**src/rtl/fetch_stage.sv**
```systemverilog
// Instruction-fetch stage: owns the PC, drives a 1-cycle-latency instruction memory
// and presents instruction/PC/flush to decode with stall, redirect and a delivered counter.
module fetch_stage #(
  parameter logic [31:0] RESET_PC  = 32'h0000_0000,
  parameter int unsigned CNT_WIDTH = 32
) (
  input  logic                 clk,
  input  logic                 rst,
  input  logic                 stall,
  input  logic                 redirect_en,
  input  logic [31:0]          redirect_pc,
  output logic                 imem_rd_en,
  output logic [31:0]          imem_addr,
  input  logic [31:0]          imem_rdata,
  output logic [31:0]          instruction_out,
  output logic [31:0]          pc_out,
  output logic                 id_flush,
  output logic [CNT_WIDTH-1:0] instr_count
);

  localparam logic [31:0] Nop = 32'h0000_0013;

  logic [31:0]          fetch_pc_q, fetch_pc_d;
  logic [31:0]          req_pc_q, req_pc_d;
  logic                 req_valid_q, req_valid_d;
  logic [31:0]          hold_instr_q, hold_instr_d;
  logic                 hold_valid_q, hold_valid_d;
  logic [CNT_WIDTH-1:0] instr_count_q, instr_count_d;

  logic [31:0] redirect_tgt;
  logic        out_valid;

  assign redirect_tgt = {redirect_pc[31:2], 2'b00};
  assign out_valid    = req_valid_q & ~rst;

  always_comb begin
    imem_addr  = redirect_en ? redirect_tgt : fetch_pc_q;
    imem_rd_en = ~rst & (redirect_en | ~stall);
    if (!out_valid) begin
      instruction_out = Nop;
    end else if (hold_valid_q) begin
      instruction_out = hold_instr_q;
    end else begin
      instruction_out = imem_rdata;
    end
    // req_pc is not yet defined during the very first reset cycle
    pc_out   = rst ? RESET_PC : req_pc_q;
    id_flush = rst | ~out_valid | redirect_en;
  end

  always_comb begin
    fetch_pc_d    = fetch_pc_q;
    req_pc_d      = req_pc_q;
    req_valid_d   = req_valid_q;
    hold_instr_d  = hold_instr_q;
    hold_valid_d  = hold_valid_q;
    instr_count_d = instr_count_q;
    if (redirect_en) begin
      req_pc_d     = redirect_tgt;
      req_valid_d  = 1'b1;
      fetch_pc_d   = redirect_tgt + 32'd4;
      hold_valid_d = 1'b0;
    end else if (stall) begin
      // Memory output is lost once the next read issues, so latch it on entry to a stall
      if (req_valid_q && !hold_valid_q) begin
        hold_instr_d = imem_rdata;
        hold_valid_d = 1'b1;
      end
    end else begin
      req_pc_d     = fetch_pc_q;
      req_valid_d  = 1'b1;
      fetch_pc_d   = fetch_pc_q + 32'd4;
      hold_valid_d = 1'b0;
    end
    if (out_valid && !stall && !redirect_en) begin
      instr_count_d = instr_count_q + {{(CNT_WIDTH-1){1'b0}}, 1'b1};
    end
  end

  always_ff @(posedge clk) begin
    if (rst) begin
      fetch_pc_q    <= RESET_PC;
      req_pc_q      <= RESET_PC;
      req_valid_q   <= 1'b0;
      hold_instr_q  <= Nop;
      hold_valid_q  <= 1'b0;
      instr_count_q <= '0;
    end else begin
      fetch_pc_q    <= fetch_pc_d;
      req_pc_q      <= req_pc_d;
      req_valid_q   <= req_valid_d;
      hold_instr_q  <= hold_instr_d;
      hold_valid_q  <= hold_valid_d;
      instr_count_q <= instr_count_d;
    end
  end

  assign instr_count = instr_count_q;

endmodule

```
**config.mk**
```make
export PLATFORM = sky130hd
export DESIGN_NAME = fetch_stage
export DESIGN_NICKNAME = d
export VERILOG_FILES = /design/src/rtl/fetch_stage.sv
export SDC_FILE = /design/constraint.sdc
export NUM_CORES = 1
export LEC_CHECK = 0
export CAP_MARGIN = 10
export CORE_UTILIZATION = 45
export CTS_CLUSTER_SIZE = 8
export DETAILED_ROUTE_END_ITERATION = 7
export MAX_ROUTING_LAYER = met4
export PLACE_DENSITY = 0.81
export SLEW_MARGIN = 10
export SYNTH_ARGS = -nofsm -noshare
export SYNTH_HDL_FRONTEND = slang
export SYNTH_SLANG_ARGS = --single-unit
```
**constraint.sdc**
```tcl
create_clock -name clk -period 4.3 [get_ports clk]
set_input_delay 0.43 -clock clk [delete_from_list [all_inputs] [get_ports clk]]
set_output_delay 0.43 -clock clk [all_outputs]
set_load 0.02 [all_outputs]
```
Word level (Yosys, flattened, before mapping)
Cells that the tools add are included.
{"block": "word_totals", "ff_bits": 130, "input_bits": 68, "out_inout_bits": 130, "wordCells": 39}
{"block": "op_classes", "addsub": 3, "eq_ne": 1, "n_mux": 10, "n_bitwise": 9, "n_reduce_logical": 9}
{"op": "32-bit two-way mux", "n": 8}
{"op": "32-bit by 3-bit adder with 32-bit output, second input constant", "n": 2}
{"op": "32-bit by 1-bit adder with 32-bit output, second input constant", "n": 1}
{"op": "1-bit NOT", "n": 4}
{"op": "1-bit logical AND", "n": 3}
{"op": "1-bit zero test", "n": 3}
{"op": "1-bit bitwise OR", "n": 3}
{"op": "3-bit AND reduction", "n": 1}
{"op": "3-bit OR reduction", "n": 1}
{"op": "1-bit bitwise AND", "n": 2}
{"op": "1-bit two-way mux", "n": 2}
{"op": "2-bit by 1-bit != test with 1-bit output, second input constant", "n": 1}
{"op": "2-bit OR reduction", "n": 1}

Depth between registers and ports, before layout
{"block": "depth", "word_depth": 5, "ltp_mapped": 12, "depth_no_buf": 6}

Worst setup path after synthesis
Ideal clock, no wire load.
{"block": "synth_path", "path_kind": "input-to-reg", "from": "in redirect_en", "to": "reg fetch_pc_q[26]", "setup_ns": 0.062, "arrival_time_ns": 2.983, "required_ns": 4.238, "slack_ns": 1.255, "cell_stages": 12, "path_buffers": 6, "cell_sequence": "buf_6 > buf_2 > buf_1 > buf_2 > mux2_2 > ha_1 > and2_1 > clkbuf_1 > nand4_1 > clkbuf_1 > or4_1 > nand3_1"}
{"block": "synth_between", "elab_chain_len": 1, "word_cells_on_any_way": 2, "classes_between": "eq/ne (1); mux (1)"}
{"item": "start: declaration", "line": "10", "source": "input logic redirect_en,"}
{"item": "2-bit by 1-bit != test with 1-bit output (no line) or 32-bit two-way mux (tied branches)"}
{"item": "end signal: assignment", "line": "89", "source": "fetch_pc_q <= fetch_pc_d;"}
{"item": "end: declaration", "line": "23", "source": "logic [31:0] fetch_pc_q, fetch_pc_d;"}
Parallel ways exist; a longest one is shown, timed or not.
A chain may end at the register's enable or synchronous reset.

Worst setup path after layout
{"block": "layout_path", "from": "in redirect_en", "to": "out imem_addr[19]"}
{"block": "layout_between", "elab_chain_len": 1}
{"item": "32-bit two-way mux", "line": "37", "source": "imem_addr = redirect_en ? redirect_tgt : fetch_pc_q;"}
{"item": "end: declaration", "line": "13", "source": "output logic [31:0] imem_addr,"}
Every way passes these cells.

==> results.md <==
* Mapped Cells at 841
* Part of the power in the clock network at 46.5%
* Placed Cells at 1159
* Async set-reset flop share out of synthesis at 0%
* Critical path class: in -> out
* TritonCTS Buffers at 17
* WL/cell at 15.4 um
* Min cycle time layout at 3040 ps
* CP Launch Type: primary input
* H-tree level count at 4
* Vias in the first global route at 5781
* Cell Pwr Density at 364 nW/um^2
* Post-synth top area cell: dfxtp_1
* Slew HR at 28.4%
* 1st-pass router iterations at 5
* EDFF count, synth at 0
* Initial antenna violation count at 0
* Final antenna-violating net count at 0
* Post-route setup slack at 1260 ps
* Sequential share of power at 37.7%
* Commonest register cell after synthesis: dfxtp_1
* P_int at 0.00251 W
* Clock-pin slew on the worst setup and hold paths at 50 ps
* Die span in y at 123 um
* Post-CTS Resized at 0
* Util after Layout at 65.3%
* Synth unique cells at 48
* Status: finished clean
* Syn. warnings at 0
* Row cnt at 43
* Synthesized cell area at 6620 um^2
* Hold Path Class: reg -> reg
* Area Growth Syn to Fin at 39.1%
* Crit. End Element: output port
* Logic pwr share at 15.8%
* Design Area, Final at 9200 um^2
* CTS tree: done
* Crit Path Max Fanout at 49
* Most common cell after layout, fill and taps aside: clkdlybuf4s50_1
* Post-CTS Hold Fix Bufs at 0
* First-pass GRT wire length at 28.8 mm
* DIE WIDTH at 123 um
* Final Skew at 6.19 ps
* Pin count of the biggest net entering global routing at 126
* Root Buffer: clkbuf_16
* Max VDD drop at 221 uV
* I/O Buffers at 191
* Mean Syn Cell Area at 7.87 um^2
* #FFs+latches synth at 126
* Pre-CTS setup slack at 1020 ps
* Top-Level Pins at 198
* Total GRT Usage at 24.9%
* DR vias/cell at 5.47
* Seq/Total Area, Yosys at 38.1%
* Leakage power at 3.33 nW
* Tcrit/Tclk final at 70.7%
* Actual slew at the worst max-slew pin at 1070 ps
* Hold Fails Final Rpt at 0
* CTS Sinks at 126
* Layout cell share with drive strength beyond 1 at 6.03%
* Routability Congestion at 0.859
* Vias at 6514
* Fmax at 329 MHz
* Core box area at 14100 um^2
* Final net count at 1068
* RSZ-0062 raised after global routing: no
* Initial DRC Count at 541
* Layout fillers at 1182
* Clk buf depth at 2
* Area contributors post-synth: dfxtp_1 (38%), mux2i_1 (6.8%), nor2_1 (6.2%)
* Setup TNS Final at 0 ps
* Sw frac at 25.0%
* Die area at 15200 um^2
* DP Area at 8560 um^2
* Max Slew Vio Count at 0
* Detail Placement HPWL at 12.4 mm
* Residual DRC at 0
* Area share of the largest cell type after synthesis at 38.1%
* Drt total wl at 18.3 mm
* Max Cap Viol at 0
* Most frequent cells in the layout: clkdlybuf4s50_1 (189), dfxtp_1 (125), nor2_1 (110), nand2_1 (103), a21oi_1 (48)
* GRT overflow at 0
* # setup viols final at 0
* Worst Path Required at 3870 ps
* Finished Layout Cells at 1191
* Worst skew pair latency at 410 ps
* N_diodes at 0
* Switching pwr at 0.000837 W
* Initial core utilization at 46.9%
* Setup bufs post-CTS at 0
* Arrival time at the worst endpoint at 2610 ps
[through the flow]
step                hold slack (ps)  total power (W)
floorplan                       436          0.00158
global placement                442          0.00181
detailed placement              446          0.00181
CTS                             447          0.00337
global route                    467          0.00347
finish                          452          0.00335
[path summary, 6_finish.rpt]
kind | start | endpoint | slack (ps) | cells after the start
max reg2reg | req_valid_q$_SDFFE_PP0N_ | instr_count[31]$_SDFFE_PP0P_ | 1560 | 5
max | redirect_en | imem_addr[19] | 1260 | 5
min | hold_instr_q[25]$_SDFFE_PP0P_ | hold_instr_q[25]$_SDFFE_PP0P_ | 450 | 2
min reg2reg | hold_instr_q[25]$_SDFFE_PP0P_ | hold_instr_q[25]$_SDFFE_PP0P_ | 450 | 2
[registers in the layout, summed over array words and instances, names as in the netlist]
register,flops
instr_count,32
fetch_pc_q,30
hold_valid_q,1
req_valid_q,1
hold_instr_q,32
req_pc_q,30
[worst max-delay path: stages]
cell	delay, ps
buf_2	420
buf_4	520
mux2i_1	520
inv_1	130
clkdlybuf4s50_1	570
[kinds of logic after synthesis]
family,synth area share (%)
other cells,0.0567
xor+xnor,3.97
compound gates,12.5
simple gates,30.3
flops,38.1
mux,8.85
fa+ha+maj,0.378
buf+inv,5.81
[area by class of cell]
| cell class | count | area (um^2) | share of cell area (%) |
|---|---|---|---|
| Tap cell | 180 | 225 | 2.45 |
| Inverter | 29 | 109 | 1.18 |
| Timing Repair Buffer | 199 | 1980 | 21.5 |
| Sequential cell | 126 | 2520 | 27.4 |
| Multi-Input combinational cell | 625 | 3730 | 40.5 |
| Clock inverter | 11 | 189 | 2.05 |
| Clock buffer | 21 | 450 | 4.89 |
[synthesized netlist by cell type, types with 19 or more instances]
cell / n
nand2_1: 103
nor3_1: 20
nor2_1: 110
nor2b_1: 38
clkbuf_1: 50
xnor2_1: 26
dfxtp_1: 126
nand3_1: 37
mux2i_1: 45
a211oi_1: 19
a21oi_1: 48
inv_1: 29
[power groups by stage]
stage	clock, W	combinational (W)	sequential (W)
CTS	0.00158	0.000530	0.00126
global route	0.00163	0.000572	0.00127
finish	0.00156	0.000529	0.00126
global placement	0	0.000522	0.00128
detailed placement	0	0.000526	0.00129
floorplan	0	0.000308	0.00127
[metal layers]
layer / GRT usage [%] / routed length, um
met5: - / 0
met3: 5.72 / 1380
met1: 32.8 / 8140
met2: 37.4 / 8400
met4: 8.96 / 404
(Power assumes the default switching activity.)
==> patch 1 (same flow settings) <==
The parameter `CNT_WIDTH` goes from 32 to 16.
--- a/src/rtl/fetch_stage.sv
+++ b/src/rtl/fetch_stage.sv
@@ -2,7 +2,7 @@
 // and presents instruction/PC/flush to decode with stall, redirect and a delivered counter.
 module fetch_stage #(
   parameter logic [31:0] RESET_PC  = 32'h0000_0000,
-  parameter int unsigned CNT_WIDTH = 32
+  parameter int unsigned CNT_WIDTH = 16
 ) (
   input  logic                 clk,
   input  logic                 rst,
Interface: changed (resized instr_count); port bits go from 198 to 182. No check against the original RTL was run, so the function may have changed too.
==> patch 1 against the unedited design <==
Setup slack worse by 110 ps. Critical path depth is 1 higher. Total power down 27%. Sequential cell count decreased by 16. Design area shrank 14%. Area after synthesis down 11%. Global-route usage is 1.7 points lower. Routed wire length fell by 17%.
==> patch 1: results (changes against the unedited design) <==
[power]
clock_power_share=0.332  ; -0.133
p_leak_nw=2.93  ; -12%
ir_drop_uv=164  ; -26%
comb-power_mw=0.521  ; -2%

[worst_setup_path]
crit-reg2reg-capture=fetch_pc_q[30]
crit_path_start=redirect_en
ff2ff_setup_slack_ps=1800  ; +240 ps
r2r_cells=8  ; +3
cp_max_fo=35  ; -29%
timing.rr.start=fetch_pc_q[2]
arrival_ps=2720  ; +110 ps
cp-endpoint=imem_addr[24]

[hold_path]
hold_end=hold_instr_q[9]
hp-start=hold_instr_q[9]
hold_path.class=flip-flop to flip-flop

[cells_and_area]
fillers=1110  ; -6.1%
drive_gt1_frac=0.0492  ; -0.0111

[logic_synthesis]
synth_cell_type_count=56  ; +17%
synthTopCellsByCount=nand2_1, dfxtp_1, nor2_1
synth.yosys.seq_area_share=0.376  ; -0.00524
ys_top_cells_by_area=dfxtp_1, mux2i_1, nand2_1, nor2_1, a21oi_1

[placement]
hpwlAfterDp_mm=10.5  ; -15%
portBuffers=175  ; -8.4%
gp_congestion=0.836  ; -2.7%
place_ws_ps=1170  ; +145 ps

[clock_network]
htreeDepth=3  ; -1
path_clk_slew_ps=70  ; +20 ps
cts_inserted_buffers=9  ; -8

[sta]
worst_pin_slew_ps=1080  ; +7.80 ps
clock_skew_ps=7.28  ; +1.09 ps

[drt]
wl_per_cell_um=14.3  ; -6.9%
via_per_inst=5.28  ; -3.4%
drt_first_iter_violations=355  ; -34%
first_pass_iters=4  ; -1

[status]
status=finished clean

[global_routing]
grt_first_pass_wirelength_mm=23.9  ; -17%
grt_pass1_vias=4965  ; -14%

==> patch 1: cell families (layout without fill, tap and decap cells) <==
group / count (synthesis) / count (layout) / share of synthesized area
other: 1 / 4 / 0.000640
AOI/OAI and AO/OA: 127 / 127 / 0.143
muxes: 60 / 60 / 0.104
DFF: 110 / 110 / 0.376
buffers and inverters: 91 / 239 / 0.0665
adders and majority gates: 2 / 2 / 0.00427
xor gates and xnor gates: 18 / 18 / 0.0269
and+or+nand+nor: 334 / 334 / 0.278
==> patch 1: area by class of cell <==
type / count / area share
Clock buffer: 12 / 0.0322
Clock inverter: 4 / 0.00393
Inverter: 37 / 0.0175
Multi-Input combinational cell: 545 / 0.413
Sequential cell: 110 / 0.277
Tap cell: 172 / 0.0270
Timing Repair Buffer: 186 / 0.230
==> patch 1: critical path, cell delays in order <==
cell,delay (ps)
buf_2,300
buf_4,450
buf_4,320
mux2i_1,520
inv_1,100
clkdlybuf4s50_1,580
==> patch 1: per-stage QoR <==
step / instance area, µm² / utilization / total power, mW / hold WS (ps) / std cells
after floorplan: 5870 / - / 1.43 / 436 / 746
after global placement: 7670 / 0.605 / 1.65 / 441 / 1050
after detailed placement: 7670 / 0.605 / 1.66 / 446 / 1050
after CTS: 7960 / 0.628 / 2.46 / 456 / 1066
after global routing: 7960 / 0.628 / 2.54 / 481 / 1066
final: 7960 / 0.628 / 2.44 / 453 / 1066
==> patch 1: routing by layer <==
metal	global-route usage	up-vias	part of all wire
met3	0.0518	18	0.075
met4	0.0855	0	0.017
met5	-	-	0
li1	-	2859	-
met2	0.362	194	0.45
met1	0.295	2559	0.45
==> patch 2 (config.mk and constraints unchanged) <==
Made on the original files. Put one more register stage on the output `instr_count`, with the module's reset. The value now appears one clock later. The other outputs are not delayed to match.
--- a/src/rtl/fetch_stage.sv
+++ b/src/rtl/fetch_stage.sv
@@ -95,7 +95,13 @@
     end
   end
 
-  assign instr_count = instr_count_q;
+  always_ff @(posedge clk) begin
+    if (rst) begin
+      instr_count <= '0;
+    end else begin
+      instr_count <= instr_count_q;
+    end
+  end
 
 endmodule
 
Check against the original RTL: not equivalent (Yosys sat finds a counterexample within 4 cycles, from zero or initial values and one cycle with rst high).
==> patch 2 against the unedited design <==
Setup slack got worse by 53 ps. Routed wire length increased by 6.9%. Sequential power increased by 24%. Design area increased by 11%. Register-to-register slack improved by 90 ps. First-iteration DRC count decreased by 16%. Area after synthesis increased by 15%. Total power increased by 7.5%. Sequential cell count increased by 32. Synthesized cell count increased by 8.8%. Clock power decreased by 4%. Critical path type unchanged. Largest cell class unchanged.
==> patch 2: results (changes against the unedited design) <==
[drt]
top_layer=met4
first_pass_iters=6  ; +1
met3WireLength_mm=1.17  ; -15%
drt_first_iter_violations=452  ; -16%
wl_met1_mm=9.10  ; +12%
wl_met2_mm=8.92  ; +6.1%
wl_per_cell_um=15.0  ; -2.8%
via_per_inst=5.36  ; -2.0%

[sta]
maxSlewHeadroom=0.281  ; -0.00336
clock_skew_ps=9.83  ; +3.64 ps
final-setup-viol-count=0  ; unchanged

[clock_network]
htreeDepth=4  ; unchanged
post-cts-setup-buffers=0  ; unchanged
cts_inserted_buffers=17  ; unchanged
cts.path.max_buffers=2  ; unchanged
cts.repair.resized=0  ; unchanged
path_clk_slew_ps=60
cts_root_buffer=clkbuf_16
clk-insertion-delay-late_ps=430  ; +20 ps

[placement]
gp_congestion=0.915  ; +6.5%
portBuffers=191  ; unchanged
hpwlAfterDp_mm=13.6  ; +9.5%

[cells_and_area]
layout.nets=1147  ; +7.4%
largestRegisters=hold_instr_q (32), instr_count (32), instr_count_q (32)
fillers=1431  ; +21%
drive_gt1_frac=0.0615  ; +0.00119

[logic_synthesis]
yosys_warnings=0  ; unchanged
synth.yosys.seq_area_share=0.417  ; +0.0357
synthTopCellsByCount=dfxtp_1, nor2_1, nand2_1
async_flop_share=0  ; unchanged
synth_cell_type_count=56  ; +17%
ys_top_cells_by_area=dfxtp_1, mux2i_1, nor2_1, nand2_1, nor2b_1

[status]
status=finished clean

[global_routing]
grt_first_pass_wirelength_mm=32.2  ; +12%
grt_usage=0.236  ; -0.0138
antenna_found_initial=1  ; +1
gr-total-overflow=0  ; unchanged
grt_pass1_vias=6399  ; +11%
grt_start_max_net_pins=77  ; -39%

[worst_setup_path]
arrival_ps=2660  ; +50 ps
slowest_stage=clkdlybuf4s50_1
cp_max_fo=36  ; -27%
slowest_delay_ps=580

[power]
p_leak_nw=3.79  ; +14%
ir_drop_uv=295  ; +33%

[hold_path]
hold_path.class=input pin to flip-flop

-- patch 2: area by class of cell --
class                           instances  share of cell area
Timing Repair Buffer                  204               0.197
Antenna cell                            1            0.000246
Clock buffer                           20              0.0439
Inverter                               39              0.0144
Tap cell                              220              0.0270
Clock inverter                         11              0.0130
Sequential cell                       158               0.311
Multi-Input combinational cell        657               0.394
-- patch 2: per-stage QoR --
step	utilization	std cells	worst slack (ps)	instance area [µm²]	power, mW
2_1_floorplan	-	918	1080	7600	1.90
3_3_place_gp	0.581	1278	1220	9600	2.12
3_5_place_dp	0.581	1278	1100	9600	2.13
4_1_cts	0.616	1309	1210	10200	3.62
5_1_grt	0.616	1310	1050	10200	3.74
6_report	0.616	1310	1210	10200	3.60
-- patch 2: cell families after synthesis --
kind of cell    share of synthesized area
compound gates                      0.112
xor+xnor                           0.0370
fa+ha+maj                         0.00330
buf+inv                            0.0569
flops                               0.417
mux                                0.0807
other cells                      0.000494
simple gates                        0.292
-- patch 2: path summary, 6_finish.rpt --
kind                         start                to  slack, ps  cells after the start
setup / recovery       redirect_en     imem_addr[23]       1210                      6
hold / removal                 rst  hold_instr_q[29]        420                      2
setup reg to reg     fetch_pc_q[2]    fetch_pc_q[26]       1650                      7
hold reg to reg   hold_instr_q[12]  hold_instr_q[12]        460                      2
-- patch 2: critical path, delay by kind of cell --
| family | cells | cell delay, ps |
|---|---|---|
| multiplexers | 1 | 400 |
| buffers and inverters | 5 | 1830 |
-- patch 2: routing by layer --
layer  GRT usage  vias to the layer above
li1            -                     3474
met1       0.308                     3301
met2       0.354                      218
met3      0.0484                       26
met4      0.0963                        0
met5           -                        -
-- patch 2: report_power, final --
part	total, mW	internal (mW)	switching (mW)
clock	1.49	0.874	0.618
sequential	1.56	1.52	0.0418
combinational	0.543	0.249	0.295
